<file path="src/rtl/pixel_stream_gen_pkg.sv">
// Shared video definitions for the pixel stream source: default frame geometry,
// FSM state encoding and width helpers.
package pixel_stream_gen_pkg;

    localparam int unsigned VID_DATA_WIDTH = 8;
    localparam int unsigned VID_COLS       = 320;
    localparam int unsigned VID_ROWS       = 240;

    typedef enum logic [2:0] {
        ST_IDLE,
        ST_VFRONT,
        ST_ACTIVE,
        ST_HBLANK,
        ST_VBACK
    } state_e;

    function automatic int unsigned max3(input int unsigned a, input int unsigned b,
                                         input int unsigned c);
        int unsigned m;
        m = (a > b) ? a : b;
        return (m > c) ? m : c;
    endfunction

    // Counter width able to hold 0..n-1, never narrower than 1 bit.
    function automatic int unsigned clog2_min1(input int unsigned n);
        return (n <= 2) ? 1 : $clog2(n);
    endfunction

endpackage

</file>
<file path="src/rtl/pixel_stream_gen_timing.sv">
// Raster timing FSM: frame/row blanking, RAM read addressing and pixel coordinates.
// TEST_PATTERN_EN keeps rd_en low; all other timing is unchanged.
module pixel_stream_timing
    import pixel_stream_gen_pkg::*;
#(
    parameter  int unsigned NO_OF_COLS = VID_COLS,
    parameter  int unsigned NO_OF_ROWS = VID_ROWS,
    parameter  int unsigned HBLANK     = 16,
    parameter  int unsigned VBLANK     = 4,
    localparam int unsigned ADDR_W     = clog2_min1(NO_OF_COLS * NO_OF_ROWS),
    localparam int unsigned CNT_W      = clog2_min1(max3(NO_OF_COLS, HBLANK, VBLANK)),
    localparam int unsigned ROW_W      = clog2_min1(NO_OF_ROWS)
) (
    input  logic              clk,
    input  logic              rst_n,
    input  logic              start,
    output logic              rd_en,
    output logic [ADDR_W-1:0] rd_addr,
    output logic              int_fsync,
    output logic              int_rsync,
    output logic [CNT_W-1:0]  col,
    output logic [ROW_W-1:0]  row
);

`ifdef TEST_PATTERN_EN
    localparam bit RD_ACTIVE = 1'b0;
`else
    localparam bit RD_ACTIVE = 1'b1;
`endif

    state_e            state_q, state_d;
    logic [CNT_W-1:0]  cnt_q, cnt_d;
    logic [ROW_W-1:0]  row_q, row_d;
    logic [ADDR_W-1:0] addr_q, addr_d;
    logic              rd_en_q, fsync_q, rsync_q;

    // cnt_q is the column inside ACTIVE and the blank-cycle count elsewhere.
    always_comb begin
        state_d = state_q;
        cnt_d   = cnt_q;
        row_d   = row_q;
        addr_d  = addr_q;
        case (state_q)
            ST_IDLE: begin
                cnt_d  = '0;
                row_d  = '0;
                addr_d = '0;
                if (start) state_d = ST_VFRONT;
            end
            ST_VFRONT: begin
                if (cnt_q == CNT_W'(VBLANK - 1)) begin
                    cnt_d   = '0;
                    state_d = ST_ACTIVE;
                end else begin
                    cnt_d = cnt_q + CNT_W'(1);
                end
            end
            ST_ACTIVE: begin
                if (cnt_q == CNT_W'(NO_OF_COLS - 1)) begin
                    cnt_d = '0;
                    if (row_q == ROW_W'(NO_OF_ROWS - 1)) begin
                        row_d   = '0;
                        addr_d  = '0;
                        state_d = ST_VBACK;
                    end else begin
                        row_d   = row_q + ROW_W'(1);
                        addr_d  = addr_q + ADDR_W'(1);
                        state_d = ST_HBLANK;
                    end
                end else begin
                    cnt_d  = cnt_q + CNT_W'(1);
                    addr_d = addr_q + ADDR_W'(1);
                end
            end
            ST_HBLANK: begin
                if (cnt_q == CNT_W'(HBLANK - 1)) begin
                    cnt_d   = '0;
                    state_d = ST_ACTIVE;
                end else begin
                    cnt_d = cnt_q + CNT_W'(1);
                end
            end
            ST_VBACK: begin
                if (cnt_q == CNT_W'(VBLANK - 1)) begin
                    cnt_d   = '0;
                    state_d = ST_IDLE;
                end else begin
                    cnt_d = cnt_q + CNT_W'(1);
                end
            end
            default: state_d = ST_IDLE;
        endcase
    end

    // Stage-0 strobes are decoded from state_d so they line up with state_q.
    always_ff @(posedge clk or negedge rst_n) begin
        if (!rst_n) begin
            state_q <= ST_IDLE;
            cnt_q   <= '0;
            row_q   <= '0;
            addr_q  <= '0;
            rd_en_q <= 1'b0;
            fsync_q <= 1'b0;
            rsync_q <= 1'b0;
        end else begin
            state_q <= state_d;
            cnt_q   <= cnt_d;
            row_q   <= row_d;
            addr_q  <= addr_d;
            rd_en_q <= RD_ACTIVE && (state_d == ST_ACTIVE);
            fsync_q <= (state_d != ST_IDLE);
            rsync_q <= (state_d == ST_ACTIVE);
        end
    end

    assign rd_en     = rd_en_q;
    assign rd_addr   = addr_q;
    assign int_fsync = fsync_q;
    assign int_rsync = rsync_q;
    assign col       = cnt_q;
    assign row       = row_q;

endmodule

</file>
<file path="src/rtl/pixel_stream_gen.sv">
// Frame-to-stream source: timing core plus the 2-stage output pipeline.
// TEST_PATTERN_EN replaces RAM pixels with (col + row) coordinates.
module pixel_stream_gen
    import pixel_stream_gen_pkg::*;
#(
    parameter  int unsigned DATA_WIDTH = VID_DATA_WIDTH,
    parameter  int unsigned NO_OF_COLS = VID_COLS,
    parameter  int unsigned NO_OF_ROWS = VID_ROWS,
    parameter  int unsigned HBLANK     = 16,
    parameter  int unsigned VBLANK     = 4,
    localparam int unsigned ADDR_W     = clog2_min1(NO_OF_COLS * NO_OF_ROWS),
    localparam int unsigned CNT_W      = clog2_min1(max3(NO_OF_COLS, HBLANK, VBLANK)),
    localparam int unsigned ROW_W      = clog2_min1(NO_OF_ROWS)
) (
    input  logic                  clk,
    input  logic                  rst_n,
    input  logic                  start,
    output logic                  rd_en,
    output logic [ADDR_W-1:0]     rd_addr,
    input  logic [DATA_WIDTH-1:0] rd_data,
    output logic                  fsync,
    output logic                  rsync,
    output logic [DATA_WIDTH-1:0] pdata_out,
    output logic                  busy,
    output logic                  frame_done
);

    logic                  int_fsync, int_rsync;
    logic [CNT_W-1:0]      col;
    logic [ROW_W-1:0]      row;
    logic                  fsync1_q, rsync1_q;
    logic                  fsync_q, rsync_q, done_q;
    logic [DATA_WIDTH-1:0] pdata_q, pix_src;

    pixel_stream_timing #(
        .NO_OF_COLS (NO_OF_COLS),
        .NO_OF_ROWS (NO_OF_ROWS),
        .HBLANK     (HBLANK),
        .VBLANK     (VBLANK)
    ) u_timing (
        .clk       (clk),
        .rst_n     (rst_n),
        .start     (start),
        .rd_en     (rd_en),
        .rd_addr   (rd_addr),
        .int_fsync (int_fsync),
        .int_rsync (int_rsync),
        .col       (col),
        .row       (row)
    );

`ifdef TEST_PATTERN_EN
    logic [DATA_WIDTH-1:0] pat1_q;
    logic                  unused_rd_data;

    always_ff @(posedge clk or negedge rst_n) begin
        if (!rst_n) pat1_q <= '0;
        else        pat1_q <= DATA_WIDTH'(col) + DATA_WIDTH'(row);
    end

    assign pix_src        = pat1_q;
    assign unused_rd_data = ^rd_data;
`else
    logic unused_coords;

    assign pix_src       = rd_data;
    assign unused_coords = ^{col, row};
`endif

    // Stage 1 waits out the RAM read; stage 2 registers the visible outputs.
    always_ff @(posedge clk or negedge rst_n) begin
        if (!rst_n) begin
            fsync1_q <= 1'b0;
            rsync1_q <= 1'b0;
            fsync_q  <= 1'b0;
            rsync_q  <= 1'b0;
            pdata_q  <= '0;
            done_q   <= 1'b0;
        end else begin
            fsync1_q <= int_fsync;
            rsync1_q <= int_rsync;
            fsync_q  <= fsync1_q;
            rsync_q  <= rsync1_q;
            done_q   <= fsync_q & ~fsync1_q;
            if (rsync1_q) pdata_q <= pix_src;
        end
    end

    // Spans every cycle where fsync is high anywhere in the pipe, so back-to-back frames keep busy set.
    assign busy       = int_fsync | fsync1_q | fsync_q;
    assign fsync      = fsync_q;
    assign rsync      = rsync_q;
    assign pdata_out  = pdata_q;
    assign frame_done = done_q;

endmodule

</file>
<file path="config.mk">
export PLATFORM = sky130hd
export DESIGN_NAME = pixel_stream_gen
export DESIGN_NICKNAME = d
export VERILOG_FILES = /design/src/rtl/pixel_stream_gen_pkg.sv /design/src/rtl/pixel_stream_gen_timing.sv /design/src/rtl/pixel_stream_gen.sv
export SDC_FILE = /design/constraint.sdc
export NUM_CORES = 1
export LEC_CHECK = 0
export CAP_MARGIN = 20
export CORE_AREA = 4 4 74 83
export DETAILED_ROUTE_END_ITERATION = 8
export DIE_AREA = 0 0 78 87
export PLACE_DENSITY = 0.87
export REMOVE_ABC_BUFFERS = 1
export SYNTH_ARGS = -nofsm -noshare
export SYNTH_HDL_FRONTEND = slang
export SYNTH_SLANG_ARGS = --single-unit
</file>
<file path="constraint.sdc">
create_clock -name clk -period 2.1 [get_ports clk]
set_clock_uncertainty 0.05 [all_clocks]
set_input_delay 0.42 -clock clk [delete_from_list [all_inputs] [get_ports clk]]
set_output_delay 0.42 -clock clk [all_outputs]
set_load 0.01 [all_outputs]
</file>
-- Yosys cells after proc, flatten, opt, wreduce, memory -nomap -nowiden
Index checks and enable logic that the tools add are counted.
Widths: inputs -> output; s select.
- register bits: 52
- input bits: 11
- output and inout bits: 30
- logic and storage cells: 52
- add/subtract/negate cells: 3
- eq/ne operators: 10
- multiplexer cells: 17
- bitwise operators: 4
- reduce and logical (&&, ||, !) cells: 6
- operators by type and width (operator ; count):
    $pmux 9 s4 ; 1
    $mux 17 ; 2
    $pmux 17 s2 ; 1
    $mux 9 ; 3
    $mux 3 ; 6
    $add 17x1->17 const B ; 1
    $mux 8 ; 2
    $pmux 8 s2 ; 1
    $pmux 3 s5 ; 1
    $add 9x1->9 const B ; 1
    $eq 3x2->1 const B ; 3
    $eq 9x2->1 const B ; 1
    $eq 9x4->1 const B ; 1
    $eq 9x9->1 const B ; 1
    $add 8x1->8 const B ; 1
    $eq 8x8->1 const B ; 1
    $reduce_bool 4->1 ; 1
    $eq 3x1->1 const B ; 1
    $eq 3x3->1 const B ; 1
    $logic_not 3->1 ; 1
    $reduce_bool 3->1 ; 1
    $ne 2x1->1 const B ; 1
    $or 1x1->1 ; 2
    $reduce_and 2->1 ; 1
    other kinds (4) ; 4

-- Logic depth before layout (Yosys ltp)
Gate-level depths: netlist of run 1.
- depth after elaboration: 5
- depth in mapped cells: 7
- gate-level depth less buffers: 5

-- Cells and area by module
Synthesis of run 1 repeated with hierarchy kept, for this count alone.
- cells, all modules: 261
- area total of the unflattened synthesis: 2608.8 um^2
- modules (own cells, without submodules) (module ; times used ; cells an instance ; area each (um^2) ; seq. area each (um^2)):
    pixel_stream_timing ; 1 ; 237 ; 2139.6 ; 975.9
    pixel_stream_gen ; 1 ; 24 ; 469.2 ; 325.3

-- Worst setup path after synthesis of run 1
Ideal clock, no wire load.
- path type: reg2reg
- start: reg u_timing.cnt_q[0], in the netlist u_timing.col[0]
- end: reg u_timing.row_q[1], in the netlist u_timing.row[1]
- library setup time: 121 ps
- data arrival time: 1702 ps
- required time: 1929 ps
- path slack: 228 ps
- stages on the path, launching flop included: 6
- buffers on the path: 0
- period minus slack after synthesis: 1872 ps
- cell sequence: dfrtp_1 > ha_1 > or3b_2 > nor3_1 > o21ai_0 > a22o_1
- word-level cells in the longest chain between the ends: 3
- ends and longest elaborated chain (what ; line ; RTL):
    from (decl) ; pixel_stream_gen_timing.sv:32 ; logic [CNT_W-1:0] cnt_q, cnt_d;
    from (signal assigned) ; pixel_stream_gen_timing.sv:107 ; cnt_q <= cnt_d;
    $eq 9x9->1 ; pixel_stream_gen_timing.sv:59 ; if (cnt_q == CNT_W'(NO_OF_COLS - 1)) begin
    $ne 2x1->1 (no line) ; - ;
    $reduce_and 2->1 (no line) ; - ;
    to (signal assigned) ; pixel_stream_gen_timing.sv:108 ; row_q <= row_d;
    to (decl) ; pixel_stream_gen_timing.sv:33 ; logic [ROW_W-1:0] row_q, row_d;
No other way between the ends.
A chain may end at the register's enable or synchronous reset.

-- Worst setup path after layout of run 1
- start: reg u_timing.cnt_q[0], in the netlist u_timing.col[0]
- end: reg u_timing.fsync_q, in the netlist u_timing.int_fsync
- word-level cells in the longest chain between the ends: 4
- elaborated cells between the ends (all ways): 9
- classes of those cells: eq/ne (3); mux (5); reduce/logical (1)
- ends and longest elaborated chain (what ; line ; RTL):
    $eq 9x2->1 (tied with other cells) ; pixel_stream_gen_timing.sv:51, pixel_stream_gen_timing.sv:84 ;
    $mux 3, on equally long branches ; - ;
    $pmux 3 s5 (*) ; pixel_stream_gen_timing.sv:43 ; case (state_q)
    $reduce_bool 3->1 (*) ; pixel_stream_gen_timing.sv:111 ; fsync_q <= (state_d != ST_IDLE);
    to (signal assigned) ; pixel_stream_gen_timing.sv:111 ;
    to (decl) ; pixel_stream_gen_timing.sv:35 ; logic rd_en_q, fsync_q, rsync_q;
Every way passes the cells marked *; elsewhere a longest branch is shown, timed or not.

==> out/metrics.csv, run 1 <==
metric;value;unit
p_per_area;998;nW/um^2
critPathSlowestCell;or3b_2;
ctsResizeCount;0;
crit_family;simple AND/OR/NAND/NOR gates;
synth_cells;281;
clkSinkCount;52;
critPathLaunch;u_timing.col[0];
critPathMaxStageDelay;430;ps
synthTopCellsByArea;dfrtp_1 (46%), a31oi_1 (4.7%), mux2_2 (3.2%);
cap_violations;0;
path_buf_inv;0;
r2r_setup_slack;170;ps
core-area;5290;um^2
nets;349;
critPathCaptureType;flop;
drt-pass1-iter-count;4;
pin_count;41;
synth_top_area_frac;0.462;
antenna_cells;0;
ff2ff_path_depth;5;
grt_pass1_vias;2457;
drv_slew;0;
cts_tree;yes;
ir_drop;0.572;mV
slew_headroom;0.553;
place.gp.congestion;0.880;
start_util;0.532;
post-route-period-util;0.919;
cp.required;2230;ps
antenna_found_initial;0;
die_area;6790;um^2
period_minus_slack;1930;ps
drt-total-wl;6480;um
crit-reg2reg-launch;u_timing.col[0];
grt_util_all_layers;0.209;
htreeDepth;2;
critPathLaunchType;flop;
yosys.area.top_type;dfrtp_1;
chipWidth;78;um
grt_overflow_total;0;
tightest_slew;653;ps
cts_root_buffer;clkbuf_8;
hold_path_class;in2async;
setup_viol;0;
port_buffers;40;
drtIter0Drc;188;
pre_cts_ws;197;ps
synth_edf_count;0;
async_reset_ff_frac;1.00;
yosys_warnings;0;
ys.flop_type;dfrtp_1;
path_cells;ha_1, nor4b_4, o211ai_1, a21o_1, or3b_2;
worst_slack;171;ps
viasPerCell;6.04;
ys_types;62;
p_leak;1.42;nW
num_rows;28;
clock.fmax;518;MHz
hold_viol;0;
drive_gt1_frac;0.165;
vias;2471;
yosysMostFrequentCell;dfrtp_1;
synth_area;2820;um^2
clkTransAtPathRegs;90;ps
grt_max_degree;53;
post-cts-setup-buffers;0;
cts_inserted_buffers;5;
hpwl;4700;um
synthToLayoutAreaGrowth;23.9;%
regToRegEndpoint;u_timing.int_fsync;
seq_area_frac_synth;0.462;
crit_fanout;5;
ant_nets;0;
critPathArrivalTime;2060;ps
path_class;reg2reg;
grt_pass1_wl;11600;um
synthTopCellsByCount;dfrtp_1 (52), a31oi_1 (21), nand2_1 (20);
clk_latency;300;ps
ctsHoldBuffers;0;
rsz0062_at_grt;no;
max-clock-path-buffers;2;
wl_per_cell;15.8;um
syn_area_per_cell;10.0;um^2
ys_ff_latch;52;
status;completed;
drc;0;
whs;179;ps
die_height;87;um
worst register-to-register path: stages (launching register included):
cell	delay [ps]
dfrtp_1	390
ha_1	220
nor4b_4	310
o211ai_1	180
a21o_1	230
or3b_2	430
through the flow:
step            util  cells  power, W  setup TNS (ps)  instance area (um^2)
2_1_floorplan      -    266   0.00218           -1170                  2730
3_3_place_gp   0.640    403   0.00280               0                  3390
3_5_place_dp   0.640    403   0.00286               0                  3390
4_1_cts        0.659    409   0.00351               0                  3490
5_1_grt        0.660    409   0.00373               0                  3490
6_report       0.660    409   0.00348               0                  3490
sequential cells by signal, summed over array words and instances, names as in the netlist, 3 cells and up:
register / flops
pdata_out: 8
u_timing.col: 9
u_timing.rd_addr: 17
u_timing.row: 8
u_timing.state_q: 3
layer usage:
metal	up-vias	part of all wire	track usage
met3	10	0.057	0.0414
li1	1188	-	-
met4	0	0.015	0.0763
met2	81	0.51	0.374
met1	1192	0.42	0.251
met5	-	0	0
area by class of cell:
cell class                      count  area, um^2
Clock buffer                        5        68.8
Clock inverter                      1        30.0
Fill cell                         427        1800
Inverter                           10        37.5
Multi-Input combinational cell    204        1400
Sequential cell                    52        1300
Tap cell                           75        93.8
Timing Repair Buffer               62         563
report_power, final:
| group | switching, W | internal (W) |
|---|---|---|
| registers | 0.000143 | 0.00121 |
| clock network | 0.000309 | 0.000342 |
| logic | 0.000757 | 0.000723 |
cells in the final DEF, fill, tap and decap left out, types with 6 or more instances in the layout:
cell type,instances
o21ai_0,10
nand3_1,15
nand2_1,20
mux2_2,8
nand4_1,9
buf_4,22
nor2_1,9
dfrtp_1,52
nand3b_1,6
nor3_1,12
nor4_1,6
clkdlybuf4s50_1,38
a31oi_1,21
a21oi_1,6
inv_1,10
worst max-delay path by stage:
| stage | cells past startpoint | to | slack (ps) |
|---|---|---|---|
| 2_1_floorplan | 5 | u_timing.rd_addr[6] | -120 |
| 3_3_place_gp | 6 | u_timing.rd_addr[10] | 240 |
| 3_5_place_dp | 5 | u_timing.int_fsync | 200 |
| 4_1_cts | 2 | busy | 50 |
| 5_1_grt | 5 | u_timing.int_fsync | 30 |
| 6_report | 5 | u_timing.int_fsync | 170 |
cells by family (layout without fill, tap and decap cells):
kind of cell,count (synthesis),after routing,share of synthesized area
compound gates,73,73,0.181
xor+xnor,6,6,0.0187
fa+ha+maj,3,3,0.0133
buf+inv,25,78,0.0426
flops,52,52,0.462
mux,9,9,0.0355
simple gates,113,113,0.247
(Power assumes the default switching activity.)
==> run 2: changes to the inputs <==
--- a/config.mk
+++ b/config.mk
@@ -6,11 +6,12 @@
 export NUM_CORES = 1
 export LEC_CHECK = 0
 export CAP_MARGIN = 20
-export CORE_AREA = 4 4 74 83
+export CORE_AREA = 2 2 72 81
 export DETAILED_ROUTE_END_ITERATION = 8
-export DIE_AREA = 0 0 78 87
+export DIE_AREA = 0 0 74 83
 export PLACE_DENSITY = 0.87
 export REMOVE_ABC_BUFFERS = 1
 export SYNTH_ARGS = -nofsm -noshare
 export SYNTH_HDL_FRONTEND = slang
 export SYNTH_SLANG_ARGS = --single-unit
+export TNS_END_PERCENT = 10
==> run 2 against run 1 <==
  * Highest routed layer unchanged
  * Critical path type is now reg2out
  * Critical endpoint is now busy
  * Routed wire length hardly changed
  * Sequential share of layout area hardly changed
  * Global-route usage is 0.76 points higher
  * Via count is 1.7% higher
==> out/metrics.csv, run 2 (synthesis results as in run 1) <==
metric;value;unit;change
viasPerCell;6.14;;+1.7%
path_class;reg2out;;
p_int;0.00216;W;-4.8%
finalSetupTns;0;ps;unchanged
cts_tree;yes;;
final_cell_mix;dfrtp_1 (52), clkdlybuf4s50_1 (39), a31oi_1 (21);;
synthToLayoutAreaGrowth;23.8;%;
largest_reg_flops;17;;unchanged
seq_area;1300;um^2;unchanged
crit_path_end;busy;;
place.gp.congestion;0.954;;+8.4%
antenna_found_initial;0;;unchanged
switching_share;0.359;;+0.0113
use_met1;0.286;;+0.0349
pin_count;41;;unchanged
mostFrequentLayoutCell;dfrtp_1;;
clkTransAtPathRegs;90;ps;about the same
post-cts-setup-buffers;0;;unchanged
critPathLaunch;fsync;;
drc;0;;unchanged
p_per_area;968;nW/um^2;-3.0%
power_frac_seq;0.403;;+0.015
setup_viol;0;;unchanged
post-route-period-util;0.960;;+0.0418
max-clock-path-buffers;2;;unchanged
num_rows;28;;unchanged
crit_fanout;3;;-2
grt_overflow_total;0;;unchanged
cts_root_buffer;clkbuf_8;;
pre_cts_ws;206;ps;+9.41 ps
gr-usage-met3;0.0388;;-0.00257
grt_pass1_vias;2275;;-7.4%
ctsResizeCount;0;;unchanged
drt-total-wl;6470;um;about the same
top_usage_layer;met2;;
critPathArrivalTime;1550;ps;-510 ps
cts_inserted_buffers;5;;unchanged
vias;2512;;+1.7%
r2r_setup_slack;200;ps;+30 ps
worst_slack;83.0;ps;-87.7 ps
ctsHoldBuffers;0;;unchanged
clk_latency;310;ps;about the same
wl_per_cell;15.8;um;about the same
p_leak;1.41;nW;-0.32%
htreeDepth;2;;unchanged
regToRegEndpoint;u_timing.int_fsync;;
drive_gt1_frac;0.165;;unchanged
drt-pass1-iter-count;4;;unchanged
die_area;6140;um^2;-9.5%
start_util;0.532;;unchanged
clock.fmax;496;MHz;-4.3%
ant_nets;0;;unchanged
ir_drop;0.656;mV;+15%
p_sw;0.00121;W;about the same
die_height;83;um;-4.6%
hold_path_class;in2async;;
nets;347;;-0.57%
gr-usage-met2;0.348;;-0.0256
core-area;5290;um^2;unchanged
grt_util_all_layers;0.217;;+0.00765
drtIter0Drc;178;;-5.3%
period_minus_slack;2020;ps;+87.7 ps
antenna_cells;0;;unchanged
final.fill_count;426;;-0.23%
combPwrFrac;0.433;;+0.008
rsz0062_at_grt;no;;
drv_slew;0;;unchanged
cap_violations;0;;unchanged
slew_headroom;0.520;;-0.0328
cp.required;1630;ps;-600 ps
status;completed;;
clkPwrFrac;0.164;;-0.023
ff2ff_path_depth;4;;-1
grt_pass1_wl;10700;um;-7.9%
critPathLaunchType;flop;;
port_buffers;40;;unchanged
hold_viol;0;;unchanged
multi_input_area;1400;um^2;unchanged
crit-reg2reg-launch;u_timing.col[8];;
critPathCaptureType;output port;;
hpwl;4660;um;-0.92%
chipWidth;74;um;-5.1%
grt_max_degree;53;;unchanged
clkSinkCount;52;;unchanged
tightest_slew;701;ps;+48.0 ps
run 2: layout make-up:
type                    count  share of cell area
clock inverters             3             0.00538
repair buffers             60               0.164
inverters                  10              0.0108
multi-input cells         204               0.400
clock buffers               5              0.0197
well taps                  75              0.0269
flip-flops and latches     52               0.373
run 2: per-layer routing:
| layer | up-vias | share of wire |
|---|---|---|
| met3 | 14 | 0.044 |
| met4 | 0 | 0.021 |
| met2 | 81 | 0.51 |
| met5 | - | 0 |
| met1 | 1228 | 0.43 |
| li1 | 1189 | - |
run 2: metrics by stage:
| stage | cells | hold WS (ps) | area [um^2] | power, W | utilization |
|---|---|---|---|---|---|
| after floorplan | 266 | 74.4 | 2730 | 0.00218 | - |
| after global placement | 401 | 326 | 3400 | 0.00280 | 0.642 |
| after detailed placement | 401 | 315 | 3400 | 0.00284 | 0.642 |
| after CTS | 409 | 45.2 | 3490 | 0.00341 | 0.659 |
| after global routing | 409 | 64.2 | 3490 | 0.00362 | 0.659 |
| final | 409 | 42.3 | 3490 | 0.00337 | 0.659 |
run 2: worst min path at each step:
stage,startpoint,end,cells after the start
detailed placement,u_timing.int_fsync,fsync1_q,0
finish,rst_n,pdata_out[4],2
floorplan,rst_n,frame_done,0
global placement,u_timing.rd_en,rsync1_q,0
global route,rst_n,pdata_out[1],2
CTS,rst_n,pdata_out[7],2
run 2: power groups by stage:
stage                     sequential, W  combinational [W]  clock, W
after floorplan                 0.00148           0.000696         0
after global placement          0.00137            0.00142         0
after detailed placement        0.00138            0.00146         0
after CTS                       0.00136            0.00146  0.000579
after global routing            0.00139            0.00161  0.000619
final                           0.00136            0.00146  0.000553
run 2: worst max-delay path, stage by stage, from the launching register on:
cell             delay [ps]
dfrtp_1                 390
or3_1                   360
clkdlybuf4s50_1         490
==> RTL edit 1 (settings of run 1) <==
`VBLANK` is set to 4 in 2 places; all go to 2.
--- a/src/rtl/pixel_stream_gen_timing.sv
+++ b/src/rtl/pixel_stream_gen_timing.sv
@@ -6,7 +6,7 @@
     parameter  int unsigned NO_OF_COLS = VID_COLS,
     parameter  int unsigned NO_OF_ROWS = VID_ROWS,
     parameter  int unsigned HBLANK     = 16,
-    parameter  int unsigned VBLANK     = 4,
+    parameter  int unsigned VBLANK     = 2,
     localparam int unsigned ADDR_W     = clog2_min1(NO_OF_COLS * NO_OF_ROWS),
     localparam int unsigned CNT_W      = clog2_min1(max3(NO_OF_COLS, HBLANK, VBLANK)),
     localparam int unsigned ROW_W      = clog2_min1(NO_OF_ROWS)
--- a/src/rtl/pixel_stream_gen.sv
+++ b/src/rtl/pixel_stream_gen.sv
@@ -7,7 +7,7 @@
     parameter  int unsigned NO_OF_COLS = VID_COLS,
     parameter  int unsigned NO_OF_ROWS = VID_ROWS,
     parameter  int unsigned HBLANK     = 16,
-    parameter  int unsigned VBLANK     = 4,
+    parameter  int unsigned VBLANK     = 2,
     localparam int unsigned ADDR_W     = clog2_min1(NO_OF_COLS * NO_OF_ROWS),
     localparam int unsigned CNT_W      = clog2_min1(max3(NO_OF_COLS, HBLANK, VBLANK)),
     localparam int unsigned ROW_W      = clog2_min1(NO_OF_ROWS)
Check against the original RTL: not equivalent (a bounded check fails within 4 cycles, from zero or initial values and one cycle with rst_n low).
==> RTL edit 1 against run 1 <==
- sequential cell count unchanged
- wire length up 5.0%
- synthesized area up 2.4%
- via count up 6.2%
- hold slack worse by 0.014 ns
- cell area up 2.8%
- setup slack worse by 0.024 ns
- critical path type unchanged
Power is not compared: it rests on default switching activity, and its combinational part moved more than twofold at a synthesized area within 25%.
==> RTL edit 1: results (changes against run 1) <==
| Metric | Value |
|---|---|
| Mapped Area | 2883 um2 (+2.4%) |
| Routability cong. | 1.019 (+16%) |
| Synth area leaders | dfrtp_1 (45%), a31oi_1 (4.3%), nand3_1 (4.0%), mux2_2 (3.5%), nor3_1 (2.3%) |
| Status | completed |
| Post-synth top cells | dfrtp_1 (52), nand3_1 (23), a31oi_1 (20) |
| FF+latch count | 52 (unchanged) |
| Data buffer area share | 0.1604 (-0.0009574) |
| Placed cell areas | 3471 um2 (+2.4%) |
| Fin Hold WS | 0.1656 ns (-0.01367 ns) |
| Fillers | 406 (-4.9%) |
| Total detailed-routing wirelength | 6803 um (+5.0%) |
| M3 GR Usage | 0.03313 (-0.008282) |
| HPWL after DPL | 4880 um (+3.7%) |
| Share of cells above drive strength 1 | 0.1547 (-0.009943) |
| Max stage delay on crit path | 0.50 ns (+0.07 ns) |
| Sequential share of cell area | 0.3626 (-0.01027) |
| Clock network contribution to total cell area | 0.02685 (-0.001478) |
| DR iter-0 viols | 197 (+4.8%) |
| Gate count of the mapped netlist | 300 (+6.8%) |
| GR met1 Demand/Resource | 0.2565 (+0.005494) |
| Slowest CP cell | or4_1 |
| Seq/Total Area, Yosys | 0.4514 (-0.01063) |
| First-pass GRT wire length | 11390 um (-1.5%) |
| Via-to-Cell Ratio | 6.189 (+2.4%) |
| Min Clock Period, post-route | 1.953 ns (+0.02410 ns) |
| Met2 usage | 0.3598 (-0.01402) |
| Yosys cell types | 53 (-15%) |
| Place WS | 0.08366 ns (-0.1129 ns) |
==> RTL edit 1: logic make-up (layout without fill, tap and decap cells) <==
kind of cell | Yosys count | in the layout | share of synthesized area
buffers and inverters | 32 | 81 | 0.04340
adders and majority gates | 4 | 4 | 0.01736
and+or+nand+nor | 123 | 123 | 0.2513
AOI/OAI and AO/OA | 70 | 70 | 0.1693
xor gates and xnor gates | 6 | 6 | 0.01823
muxes | 13 | 13 | 0.04905
DFF | 52 | 52 | 0.4514
==> RTL edit 1: worst paths after layout <==
path | start | to | depth (start not counted)
min in group clk | u_timing.int_fsync$_DFF_PN0_ | fsync1_q$_DFF_PN0_ | 0
max in group asynchronous | rst_n | u_timing.row[7]$_DFFE_PN0P_ | 2
setup reg to reg | u_timing.rd_addr[1]$_DFFE_PN0P_ | u_timing.rd_addr[16]$_DFFE_PN0P_ | 5
setup / recovery | u_timing.rd_addr[1]$_DFFE_PN0P_ | u_timing.rd_addr[16]$_DFFE_PN0P_ | 5
hold / removal | rst_n | u_timing.rd_addr[16]$_DFFE_PN0P_ | 2
hold reg to reg | u_timing.int_fsync$_DFF_PN0_ | fsync1_q$_DFF_PN0_ | 0
==> RTL edit 1: per-layer routing <==
metal	share of wire	vias up
li1	-	1241
met1	0.43	1274
met2	0.50	99
met3	0.056	10
met4	0.014	0
met5	0	-
==> RTL edit 1: where the power goes <==
part           internal, mW  leakage (nW)  switching, mW
clock                 0.245        0.0463          0.352
sequential             1.01         0.625        0.00322
combinational        0.0351         0.815         0.0304
total                  1.29          1.49          0.385
==> RTL edit 1: what timing repair did <==
item	in CTS	in global routing
endpoints found under the setup margin	0	10
hold buffers	0	0
resized for setup	0	5
==> RTL edit 2 (settings of run 1) <==
Without the edit above. Add an input register stage for `start`; this delays it by one clock. The other inputs are not delayed to match.
--- a/src/rtl/pixel_stream_gen.sv
+++ b/src/rtl/pixel_stream_gen.sv
@@ -25,6 +25,12 @@
     output logic                  frame_done
 );
 
+    logic start_q;
+
+    always_ff @(posedge clk) begin
+        start_q <= start;
+    end
+
     logic                  int_fsync, int_rsync;
     logic [CNT_W-1:0]      col;
     logic [ROW_W-1:0]      row;
@@ -40,7 +46,7 @@
     ) u_timing (
         .clk       (clk),
         .rst_n     (rst_n),
-        .start     (start),
+        .start     (start_q),
         .rd_en     (rd_en),
         .rd_addr   (rd_addr),
         .int_fsync (int_fsync),
Check against the original RTL: not equivalent (Yosys sat finds a counterexample within 4 cycles, from zero or initial values and one cycle with rst_n low).
==> RTL edit 2 against run 1 <==
- power up 1.3%
- core utilization up 0.90 points
- die area unchanged
- synthesized area up 0.71%
- combinational power up 4%
- wire length up 3.5%
- cell area up 1.4%
- sequential cell count up 1
- highest routed layer unchanged
- setup slack worse by 0.049 ns
==> RTL edit 2: results (changes against run 1) <==
| Metric | Value |
|---|---|
| Worst reg2reg path depth | 5 (unchanged) |
| Fillers | 417 (-2.3%) |
| Max reg flops | 17 (unchanged) |
| Fin Hold WS | 0.03671 ns (-0.1426 ns) |
| WL/cell | 16.31 um (+3.0%) |
| Setup TNS Final | 0 ns (unchanged) |
| Post CTS Setup Buffer Count | 0 (unchanged) |
| Critical path type | flip-flop to flip-flop |
| Mux share of post-synthesis cell area | 0.03529 (-0.0002508) |
| Post-synth top cells | dfrtp_1 (52), a31oi_1 (21), nand2_1 (20) |
| Status | completed |
| Ys Warns | 0 (unchanged) |
| RR Endpoint | u_timing.int_fsync$_DFF_PN0_ |
| DR iter-0 viols | 141 (-25%) |
| Iteration count of the initial detailed-routing pass | 4 (unchanged) |
| R2R Setup Slk | 0.12 ns (-0.05 ns) |
| HPWL after DPL | 4822 um (+2.5%) |
| Worst reg2reg path startpoint | u_timing.col[0]$_DFFE_PN0P_ |
| Reg clk slew, reported paths | 0.10 ns |
| Max stage delay on crit path | 0.45 ns (+0.02 ns) |
| Seq/Total Area, Yosys | 0.4658 (+0.003797) |
| Ys flop type | dfrtp_1 |
| Max FO, Critical Path | 5 (unchanged) |
| Antenna violations before repair | 0 (unchanged) |
| Slowest CP cell | or3b_2 |
| Clock tree buffer depth | 2 (unchanged) |
| Routability cong. | 0.9581 (+8.9%) |
| Critical path's top delay family | simple AND/OR/NAND/NOR gates |
| Via-to-Cell Ratio | 6.112 (+1.2%) |
| Synth Area in XOR/XNOR | 0.01853 (-0.0001317) |
| Synth area leaders | dfrtp_1 (46%), a31oi_1 (4.6%), mux2_2 (3.2%), nand2_1 (2.6%), nand3_1 (2.6%) |
| Asr flop ratio synth | 0.9811 (-0.01887) |
| Yosys cell types | 63 (+1.6%) |
| Final #Nets | 349 (unchanged) |
| Gr usage total | 0.2151 (+0.005642) |
| Post-CTS resize count | 0 (unchanged) |
| Leakage | 1.434 nW (+1.3%) |
| Total CTS buffers | 5 (unchanged) |
| Ant diodes | 0 (unchanged) |
| Largest net degree at the start of global routing | 53 (unchanged) |
| Clock latency on the worst-skew pair | 0.30 ns (about the same) |
| Share of cells above drive strength 1 | 0.1667 (+0.001996) |
| First-pass GRT wire length | 11870 um (+2.7%) |
| Worst hold path type | primary input to asynchronous set/reset pin |
| Vias in the first global route | 2517 (+2.4%) |
| Most frequent cell after synthesis | dfrtp_1 |
| Slew Limit Headroom | 0.5632 (+0.009859) |
| CTS H-tree lvls | 2 (unchanged) |
| Root Driver | clkbuf_8 |
| Compound-gate portion of the synthesized area | 0.1800 (-0.001279) |
| Buffers on Ports | 40 (unchanged) |
| VDD IR max | 590.6 uV (+3.3%) |
| Arrival @ worst endpoint | 2.10 ns (+0.04 ns) |
| Post-synthesis adder-cell area fraction | 0.01323 (-0.00009406) |
-- RTL edit 2: layer usage --
metal | wire, um | vias up | part of all wire | GRT usage
li1 | - | 1191 | - | -
met1 | 2767 | 1238 | 0.41 | 0.2620
met2 | 3539 | 75 | 0.53 | 0.3871
met3 | 327 | 8 | 0.049 | 0.04244
met4 | 69 | 0 | 0.010 | 0.06200
met5 | 0 | - | 0 | 0
-- RTL edit 2: kinds of logic after synthesis --
group / after synthesis
xor+xnor: 6
buf+inv: 25
simple gates: 113
fa+ha+maj: 3
flops: 53
mux: 9
compound gates: 73
-- RTL edit 2: cell type report --
type / count / area share
timing repair buffer: 61 / 0.1677
clock inverter: 2 / 0.003891
tap: 75 / 0.02653
multi-input combinational: 204 / 0.3944
inverter: 10 / 0.01061
sequential: 53 / 0.3735
clock buffer: 6 / 0.02335
-- RTL edit 2: worst max path at each step --
stage                     depth (start not counted)                               to                   startpoint  slack, ns
final                                             5     u_timing.int_fsync$_DFF_PN0_  u_timing.col[0]$_DFFE_PN0P_       0.12
after global routing                              5     u_timing.int_fsync$_DFF_PN0_  u_timing.col[0]$_DFFE_PN0P_       0.03
after CTS                                         2                             busy           fsync1_q$_DFF_PN0_       0.03
after detailed placement                          5     u_timing.int_fsync$_DFF_PN0_  u_timing.col[0]$_DFFE_PN0P_       0.16
after global placement                            5     u_timing.int_fsync$_DFF_PN0_  u_timing.col[0]$_DFFE_PN0P_       0.25
after floorplan                                   5  u_timing.rd_addr[6]$_DFFE_PN0P_  u_timing.col[0]$_DFFE_PN0P_      -0.12
-- RTL edit 2: metrics by stage --
step / util / instances / power [mW] / worst slack [ns] / area [um2]
6_report: 0.6686 / 411 / 3.527 / 0.1219 / 3537
5_1_grt: 0.6686 / 411 / 3.791 / 0.02704 / 3537
4_1_cts: 0.6682 / 411 / 3.546 / 0.03483 / 3535
3_5_place_dp: 0.6500 / 403 / 2.941 / 0.1616 / 3438
3_3_place_gp: 0.6500 / 403 / 2.884 / 0.2513 / 3438
2_1_floorplan: - / 267 / 2.222 / -0.1211 / 2754
-- RTL edit 2: worst reg2reg max path, cell delays in order (launching register included) --
cell and delay (ns):
dfrtp_1 0.39, ha_1 0.22, nor4b_4 0.32, o211ai_1 0.19, a21o_1 0.24, or3b_2 0.45
-- RTL edit 2: power by group --
part | internal, mW | switching, mW
Clock | 0.268 | 0.334
Sequential | 1.23 | 0.156
Combinational | 0.758 | 0.778
